[config.mk]
export PLATFORM = sky130hd
export DESIGN_NAME = irq_controller_flat
export DESIGN_NICKNAME = d
export VERILOG_FILES = /design/src/rtl/irq_pkg.sv /design/src/rtl/irq_if.sv /design/src/rtl/irq_sync_edge.sv /design/src/rtl/irq_controller.sv /design/src/flat_wrapper.sv
export SDC_FILE = /design/constraint.sdc
export NUM_CORES = 1
export LEC_CHECK = 0
export ABC_CLOCK_PERIOD_IN_PS = 2900
export CAP_MARGIN = 40
export CORE_ASPECT_RATIO = 0.7
export CORE_UTILIZATION = 40
export CTS_BUF_LIST = sky130_fd_sc_hd__clkbuf_16
export DETAILED_ROUTE_END_ITERATION = 6
export PLACE_DENSITY = 0.66
export SLEW_MARGIN = 10
export SYNTH_ARGS = -nofsm -noshare
export SYNTH_HDL_FRONTEND = slang
export SYNTH_SLANG_ARGS = --single-unit
[constraint.sdc]
create_clock -name clock -period 2.9 [get_ports clock]
set_clock_uncertainty 0.15 [all_clocks]
set_input_delay 0.435 -clock clock [delete_from_list [all_inputs] [get_ports clock]]
set_output_delay 0.435 -clock clock [all_outputs]
set_load 0.005 [all_outputs]
[src/rtl/irq_pkg.sv]
// Shared definitions for the interrupt controller.
// State encoding, config register map and reset defaults.
package irq_pkg;

    typedef enum logic [1:0] {
        ST_IDLE    = 2'd0,
        ST_REQ     = 2'd1,
        ST_SERVICE = 2'd2
    } irq_state_e;

    localparam logic [1:0] CFG_MASK    = 2'd0;
    localparam logic [1:0] CFG_PENDING = 2'd1;
    localparam logic [1:0] CFG_STATUS  = 2'd2;
    localparam logic [1:0] CFG_VBASE   = 2'd3;

    localparam logic [31:0] VEC_RESET_DFLT = 32'h0000_0080;

endpackage

[src/rtl/irq_if.sv]
// Interrupt handshake and config register port.
// The core is the master; the controller is the slave.
interface irq_if;

    logic        irq_req;
    logic        irq_ack;
    logic        irq_eoi;
    logic [31:0] irq_vector;
    logic [3:0]  irq_id;
    logic        cfg_we;
    logic [1:0]  cfg_addr;
    logic [31:0] cfg_wdata;
    logic [31:0] cfg_rdata;

    modport master (
        input  irq_req,
        input  irq_vector,
        input  irq_id,
        input  cfg_rdata,
        output irq_ack,
        output irq_eoi,
        output cfg_we,
        output cfg_addr,
        output cfg_wdata
    );

    modport slave (
        output irq_req,
        output irq_vector,
        output irq_id,
        output cfg_rdata,
        input  irq_ack,
        input  irq_eoi,
        input  cfg_we,
        input  cfg_addr,
        input  cfg_wdata
    );

endinterface

[src/rtl/irq_sync_edge.sv]
// Two-flop synchroniser plus an edge flop for one interrupt line.
// rise is high for one cycle per synchronised 0->1 transition.
module irq_sync_edge (
    input  logic clock,
    input  logic reset_n,
    input  logic irq_in,
    output logic rise
);

    logic s1_q, s1_d;
    logic s2_q, s2_d;
    logic s3_q, s3_d;

    // shift the raw line through the synchroniser chain
    always_comb begin
        s1_d = irq_in;
        s2_d = s1_q;
        s3_d = s2_q;
    end

    // synchroniser and edge-detect registers
    always_ff @(posedge clock or negedge reset_n) begin
        if (!reset_n) begin
            s1_q <= 1'b0;
            s2_q <= 1'b0;
            s3_q <= 1'b0;
        end else begin
            s1_q <= s1_d;
            s2_q <= s2_d;
            s3_q <= s3_d;
        end
    end

    assign rise = s2_q & ~s3_q;

endmodule

[src/rtl/irq_controller.sv]
// Interrupt source side of the ControlUnit handshake.
// Latches edges as pending, requests service, supplies the vector.
module irq_controller
    import irq_pkg::*;
#(
    parameter int          NUM_SRC   = 8,
    parameter logic [31:0] VEC_RESET = VEC_RESET_DFLT
) (
    input  logic               clock,
    input  logic               reset_n,
    input  logic [NUM_SRC-1:0] irq_src,
    irq_if.slave               bus
);

    irq_state_e         state_q, state_d;
    logic [NUM_SRC-1:0] mask_q, mask_d;
    logic [NUM_SRC-1:0] pend_q, pend_d;
    logic [31:0]        base_q, base_d;
    logic [31:0]        vec_q, vec_d;
    logic [3:0]         id_q, id_d;
    logic               req_q, req_d;

    logic [NUM_SRC-1:0] rise;
    logic [NUM_SRC-1:0] elig;
    logic [NUM_SRC-1:0] ack_clr;
    logic [NUM_SRC-1:0] w1c;
    logic [3:0]         sel_id;
    logic               any_elig;
    logic               take;
    logic [31:0]        rdata;

    for (genvar g = 0; g < NUM_SRC; g++) begin : g_sync
        irq_sync_edge u_sync (
            .clock   (clock),
            .reset_n (reset_n),
            .irq_in  (irq_src[g]),
            .rise    (rise[g])
        );
    end

    // lowest-index eligible source wins
    always_comb begin
        elig     = pend_q & mask_q;
        any_elig = |elig;
        sel_id   = '0;
        for (int i = NUM_SRC - 1; i >= 0; i--) begin
            if (elig[i]) begin
                sel_id = 4'(i);
            end
        end
    end

    // request/service handshake with the core
    always_comb begin
        state_d = state_q;
        take    = 1'b0;
        unique case (state_q)
            ST_IDLE: begin
                if (any_elig) begin
                    state_d = ST_REQ;
                end
            end
            ST_REQ: begin
                if (!any_elig) begin
                    state_d = ST_IDLE;
                end else if (bus.irq_ack) begin
                    state_d = ST_SERVICE;
                    take    = 1'b1;
                end
            end
            ST_SERVICE: begin
                if (bus.irq_eoi) begin
                    state_d = ST_IDLE;
                end
            end
            default: state_d = ST_IDLE;
        endcase
    end

    // request flag, serviced id and handler vector
    always_comb begin
        req_d = (state_d == ST_REQ);
        id_d  = id_q;
        vec_d = vec_q;
        if (take) begin
            id_d  = sel_id;
            vec_d = base_q + {26'b0, sel_id, 2'b00};
        end
    end

    // config registers; a fresh edge beats any clear
    always_comb begin
        for (int i = 0; i < NUM_SRC; i++) begin
            ack_clr[i] = take && (sel_id == 4'(i));
        end
        w1c = '0;
        if (bus.cfg_we && bus.cfg_addr == CFG_PENDING) begin
            w1c = bus.cfg_wdata[NUM_SRC-1:0];
        end
        pend_d = (pend_q & ~(ack_clr | w1c)) | rise;
        mask_d = mask_q;
        if (bus.cfg_we && bus.cfg_addr == CFG_MASK) begin
            mask_d = bus.cfg_wdata[NUM_SRC-1:0];
        end
        base_d = base_q;
        if (bus.cfg_we && bus.cfg_addr == CFG_VBASE) begin
            base_d = {bus.cfg_wdata[31:2], 2'b00};
        end
    end

    // combinational register read
    always_comb begin
        rdata = '0;
        unique case (bus.cfg_addr)
            CFG_MASK:    rdata[NUM_SRC-1:0] = mask_q;
            CFG_PENDING: rdata[NUM_SRC-1:0] = pend_q;
            CFG_STATUS:  rdata = {26'b0, state_q, id_q};
            CFG_VBASE:   rdata = base_q;
            default:     rdata = '0;
        endcase
    end

    // state registers
    always_ff @(posedge clock or negedge reset_n) begin
        if (!reset_n) begin
            state_q <= ST_IDLE;
            mask_q  <= '0;
            pend_q  <= '0;
            base_q  <= VEC_RESET;
            vec_q   <= VEC_RESET;
            id_q    <= '0;
            req_q   <= 1'b0;
        end else begin
            state_q <= state_d;
            mask_q  <= mask_d;
            pend_q  <= pend_d;
            base_q  <= base_d;
            vec_q   <= vec_d;
            id_q    <= id_d;
            req_q   <= req_d;
        end
    end

    assign bus.irq_req    = req_q;
    assign bus.irq_id     = id_q;
    assign bus.irq_vector = vec_q;
    assign bus.cfg_rdata  = rdata;

endmodule

[src/flat_wrapper.sv]
// flat-port wrapper written by rule: the top's interface ports become plain ports
module irq_controller_flat import irq_pkg::*;
#(
    parameter int          NUM_SRC   = 8,
    parameter logic [31:0] VEC_RESET = VEC_RESET_DFLT
)
  (clock, reset_n, irq_src, bus_irq_req, bus_irq_vector, bus_irq_id, bus_cfg_rdata, bus_irq_ack, bus_irq_eoi, bus_cfg_we, bus_cfg_addr, bus_cfg_wdata);
  irq_if bus_i ();
  input  logic clock;
  input  logic reset_n;
  input  logic [NUM_SRC-1:0] irq_src;
  output wire logic [$bits(bus_i.irq_req)-1:0] bus_irq_req;
  output wire logic [$bits(bus_i.irq_vector)-1:0] bus_irq_vector;
  output wire logic [$bits(bus_i.irq_id)-1:0] bus_irq_id;
  output wire logic [$bits(bus_i.cfg_rdata)-1:0] bus_cfg_rdata;
  input wire logic [$bits(bus_i.irq_ack)-1:0] bus_irq_ack;
  input wire logic [$bits(bus_i.irq_eoi)-1:0] bus_irq_eoi;
  input wire logic [$bits(bus_i.cfg_we)-1:0] bus_cfg_we;
  input wire logic [$bits(bus_i.cfg_addr)-1:0] bus_cfg_addr;
  input wire logic [$bits(bus_i.cfg_wdata)-1:0] bus_cfg_wdata;
  assign bus_irq_req = bus_i.irq_req;
  assign bus_irq_vector = bus_i.irq_vector;
  assign bus_irq_id = bus_i.irq_id;
  assign bus_cfg_rdata = bus_i.cfg_rdata;
  assign bus_i.irq_ack = bus_irq_ack;
  assign bus_i.irq_eoi = bus_irq_eoi;
  assign bus_i.cfg_we = bus_cfg_we;
  assign bus_i.cfg_addr = bus_cfg_addr;
  assign bus_i.cfg_wdata = bus_cfg_wdata;
  irq_controller #(.NUM_SRC(NUM_SRC), .VEC_RESET(VEC_RESET)) u_core (.clock(clock), .reset_n(reset_n), .irq_src(irq_src), .bus(bus_i));
endmodule
==> flow_summary.toml <==
[clock_network]
cts.sinks = 106
path_clk_slew_ps = 70
htree_levels = 3
clk-insertion-delay-late_ps = 350
ctsRootBufferMaster = "clkbuf_16"
cts-root-to-sink-buffers = 2
cts_made_buffers = 9
cts_tree = "yes"

[pwr]
power.combinational.fraction = 0.344
seq_power_share = 0.418
clock_power_share = 0.238
cellLeakagePower_nw = 2.81
powerDensity_mw_per_mm2 = 811
p_int_mw = 3.72
power.switching_mw = 1.69
total_power_mw = 5.41
switching_share = 0.312
max-vdd-ir-drop_mv = 0.346

[sta]
setup_viol = 0
maxSlewViolCount = 0
hold_slack_ps = 197
setup_tns_ps = 0
final_critical_path_setup_slack_ps = 132
tightest_slew_ps = 536
timing.max_slew.rel_slack = 0.641
fin_crit_sh = 0.954
hold_viol = 0
finalWorstPathRequiredPeriod_ps = 2770
clock.fmax_mhz = 361

[floorplan]
die_y_um = 95.2
initial_core_util = 0.417
core_mm2 = 0.0119
die-width_um = 135
design.portCount = 116
floorplan.die_area_mm2 = 0.0129
rows = 33

[cells_and_area]
layout.cells.non_filler = 712
layout_commonest_cell = "clkdlybuf4s50_1"
fill_cells = 1032
nNetsFinal = 601
top_library_cells_by_usage_in_the_layout_fill_and_taps_aside = "111 x clkdlybuf4s50_1, 104 x dfrtp_1, 44 x mux2_2"
synthToLayoutAreaGrowth_pct = 34.7
multi_input_area_mm2 = 0.00213
antenna_cells = 0
seq_area_mm2 = 0.00266
proportion_of_layout_cells_with_a_drive_suffix_above_1 = 0.189

[global_routing]
grt_max_degree = 64
all_layer_gr_usage = 0.206
grt_antenna_before_repair = 0
first_global_vias = 3664
grt_remaining_overflow = 0
grt_first_pass_wirelength_um = 19900

[drt]
vias = 3717
wl_met2_um = 5350
detail_route.iter0.violations = 191
vias_per_cell = 5.22
wl_met1_um = 6100
met3WireLength_um = 983
route.top_layer_used = "met4"
post_route_ant_nets = 0
detailedRoute.firstPassIterationCount = 4
detail_routed_net_length_per_standard_cell_um = 17.6
route.final.wire_length_um = 12500
remaining_drc_errors = 0

[place]
post_place_cells = 691
numPortBuffers = 112
place.gp.congestion = 0.882
detailed_place_hpwl_um = 8930
pre_cts_slack_ps = 36.5

[yosys]
synth.yosys.seq_area_share = 0.535
mappedNetlistArea_mm2 = 0.00496
synth.lib_cells_used.distinct = 53
synth_async_sr_flop_share = 1.00
synth-edff-count = 0
yosys_synthesis_warning_count = 0
avgSynthCellArea_um2 = 11.6
postSynth.topFlopCell = "dfrtp_1"
synthesis.instances = 427
yosys_register_bits = 106

[worst_setup_path]
path_class = "flip-flop to flip-flop"
cp_max_fo = 5
cp.arrival_ps = 2890
crit_path_top_delay_cell = "dfrtp_1"
worstPathCellList = "a22o_1, a21o_1, o221a_2, inv_2, ha_1, fa_2, a21oi_4, nor4b_4, nand3_1, xor2_1, a21oi_1"
end_kind = "flip-flop"
worst_setup_path_start_kind = "flip-flop"
worstPathRequired_ps = 3030
worst_path_largest_cell_delay_ps = 440

[min_path]
worstHoldPathType = "flip-flop to flip-flop"

[status]
outcome = "completed"

[run]
drv_cap = 0
## cell usage after synthesis, types with 3 or more instances
library cell	n	area, um^2
a211oi_1	3	22.5
a21oi_1	32	160
a22o_1	4	35.0
a32o_1	4	40.0
and3_1	28	175
buf_2	8	40.0
buf_4	3	22.5
buf_6	4	45.0
buf_8	3	45.0
clkbuf_1	6	22.5
dfrtp_1	104	2600
ha_1	3	37.5
inv_1	9	33.8
mux2_2	44	495
mux4_2	3	67.6
nand2_1	29	109
nand3_1	12	60.1
nand4_1	13	81.3
nor2_1	34	128
nor2b_1	3	18.8
o21ai_0	6	30.0
xnor2_1	6	52.6
xor2_1	22	193
## through the flow
| step | utilization | cell area [um^2] |
|---|---|---|
| final | 0.562 | 6680 |
| after global placement | 0.528 | 6280 |
| after detailed placement | 0.528 | 6280 |
| after floorplan | - | 4970 |
| after global routing | 0.562 | 6680 |
| after CTS | 0.555 | 6600 |
## metal layers
metal / up-vias / track usage
met5: - / 0
met4: 0 / 0.0524
met3: 6 / 0.0622
met2: 127 / 0.292
met1: 1821 / 0.303
li1: 1763 / -
## cell families (layout without fill, tap and decap cells)
family          Yosys count  in the layout  share of synthesized area
flops                   106            106                      0.535
compound gates           65             65                     0.0915
fa+ha+maj                 4              4                     0.0116
buf+inv                  36            161                     0.0446
xor+xnor                 28             28                     0.0494
mux                      50             50                      0.121
other cells               1              3                   0.000756
simple gates            137            138                      0.146
## worst max-delay path: cells and delay by family, from the launching register on
family          cells  cell delay [ps]
simple gates        2              510
fa+ha+maj           2              450
buf+inv             1               60
compound gates      5              930
xor+xnor            1              170
flops               1              440
## sequential cells by signal, indices dropped and copies added (netlist names)
| signal | flops |
|---|---|
| u_core.bus.irq_vector | 30 |
| u_core.mask_q | 8 |
| u_core.bus.irq_req | 1 |
| u_core.g_sync.u_sync.s2_q | 8 |
| u_core.base_q | 30 |
| u_core.g_sync.u_sync.s1_q | 8 |
| u_core.g_sync.u_sync.s3_q | 8 |
| u_core.state_q | 2 |
| u_core.pend_q | 8 |
| u_core.bus.irq_id | 3 |
## layout make-up
class                           count  area share
Timing Repair Buffer              135       0.202
Clock inverter                      7      0.0131
Multi-Input combinational cell    288       0.318
Sequential cell                   106       0.397
Clock buffer                        9      0.0337
Inverter                           10     0.00562
Tap cell                          157      0.0294
## power groups by stage
stage	sequential, mW	clock [mW]	combinational (mW)
detailed placement	2.28	0	1.82
global placement	2.27	0	1.79
finish	2.26	1.29	1.86
floorplan	2.20	0	0.932
global route	2.32	1.37	2.05
CTS	2.26	1.32	1.84
## timing repair
action | 4_1_cts | 5_1_grt
endpoints found under the setup margin | 4 | 10
buffers inserted | 0 | 2
endpoints found under the hold margin | 0 | 74
hold buffers | 0 | 1
gates cloned | 0 | 1
pin swaps | 0 | 2
resized for setup | 1 | 4
## final timing paths
path                                                        startpoint  slack [ps]  cells past startpoint                                     end
worst min-delay path            u_core.g_sync[2].u_sync.s1_q$_DFF_PN0_         200                      0  u_core.g_sync[2].u_sync.s2_q$_DFF_PN0_
worst min register to register  u_core.g_sync[2].u_sync.s1_q$_DFF_PN0_         200                      0  u_core.g_sync[2].u_sync.s2_q$_DFF_PN0_
worst max register to register            u_core.mask_q[2]$_DFFE_PN0P_         130                     11   u_core.bus.irq_vector[14]$_DFFE_PN0P_
max in group asynchronous                                      reset_n        1660                      4  u_core.g_sync[6].u_sync.s1_q$_DFF_PN0_
worst max-delay path                      u_core.mask_q[2]$_DFFE_PN0P_         130                     11   u_core.bus.irq_vector[14]$_DFFE_PN0P_
min in group asynchronous                                      reset_n         470                      3  u_core.g_sync[4].u_sync.s2_q$_DFF_PN0_
Note: power is estimated with default switching activity, not from simulation.
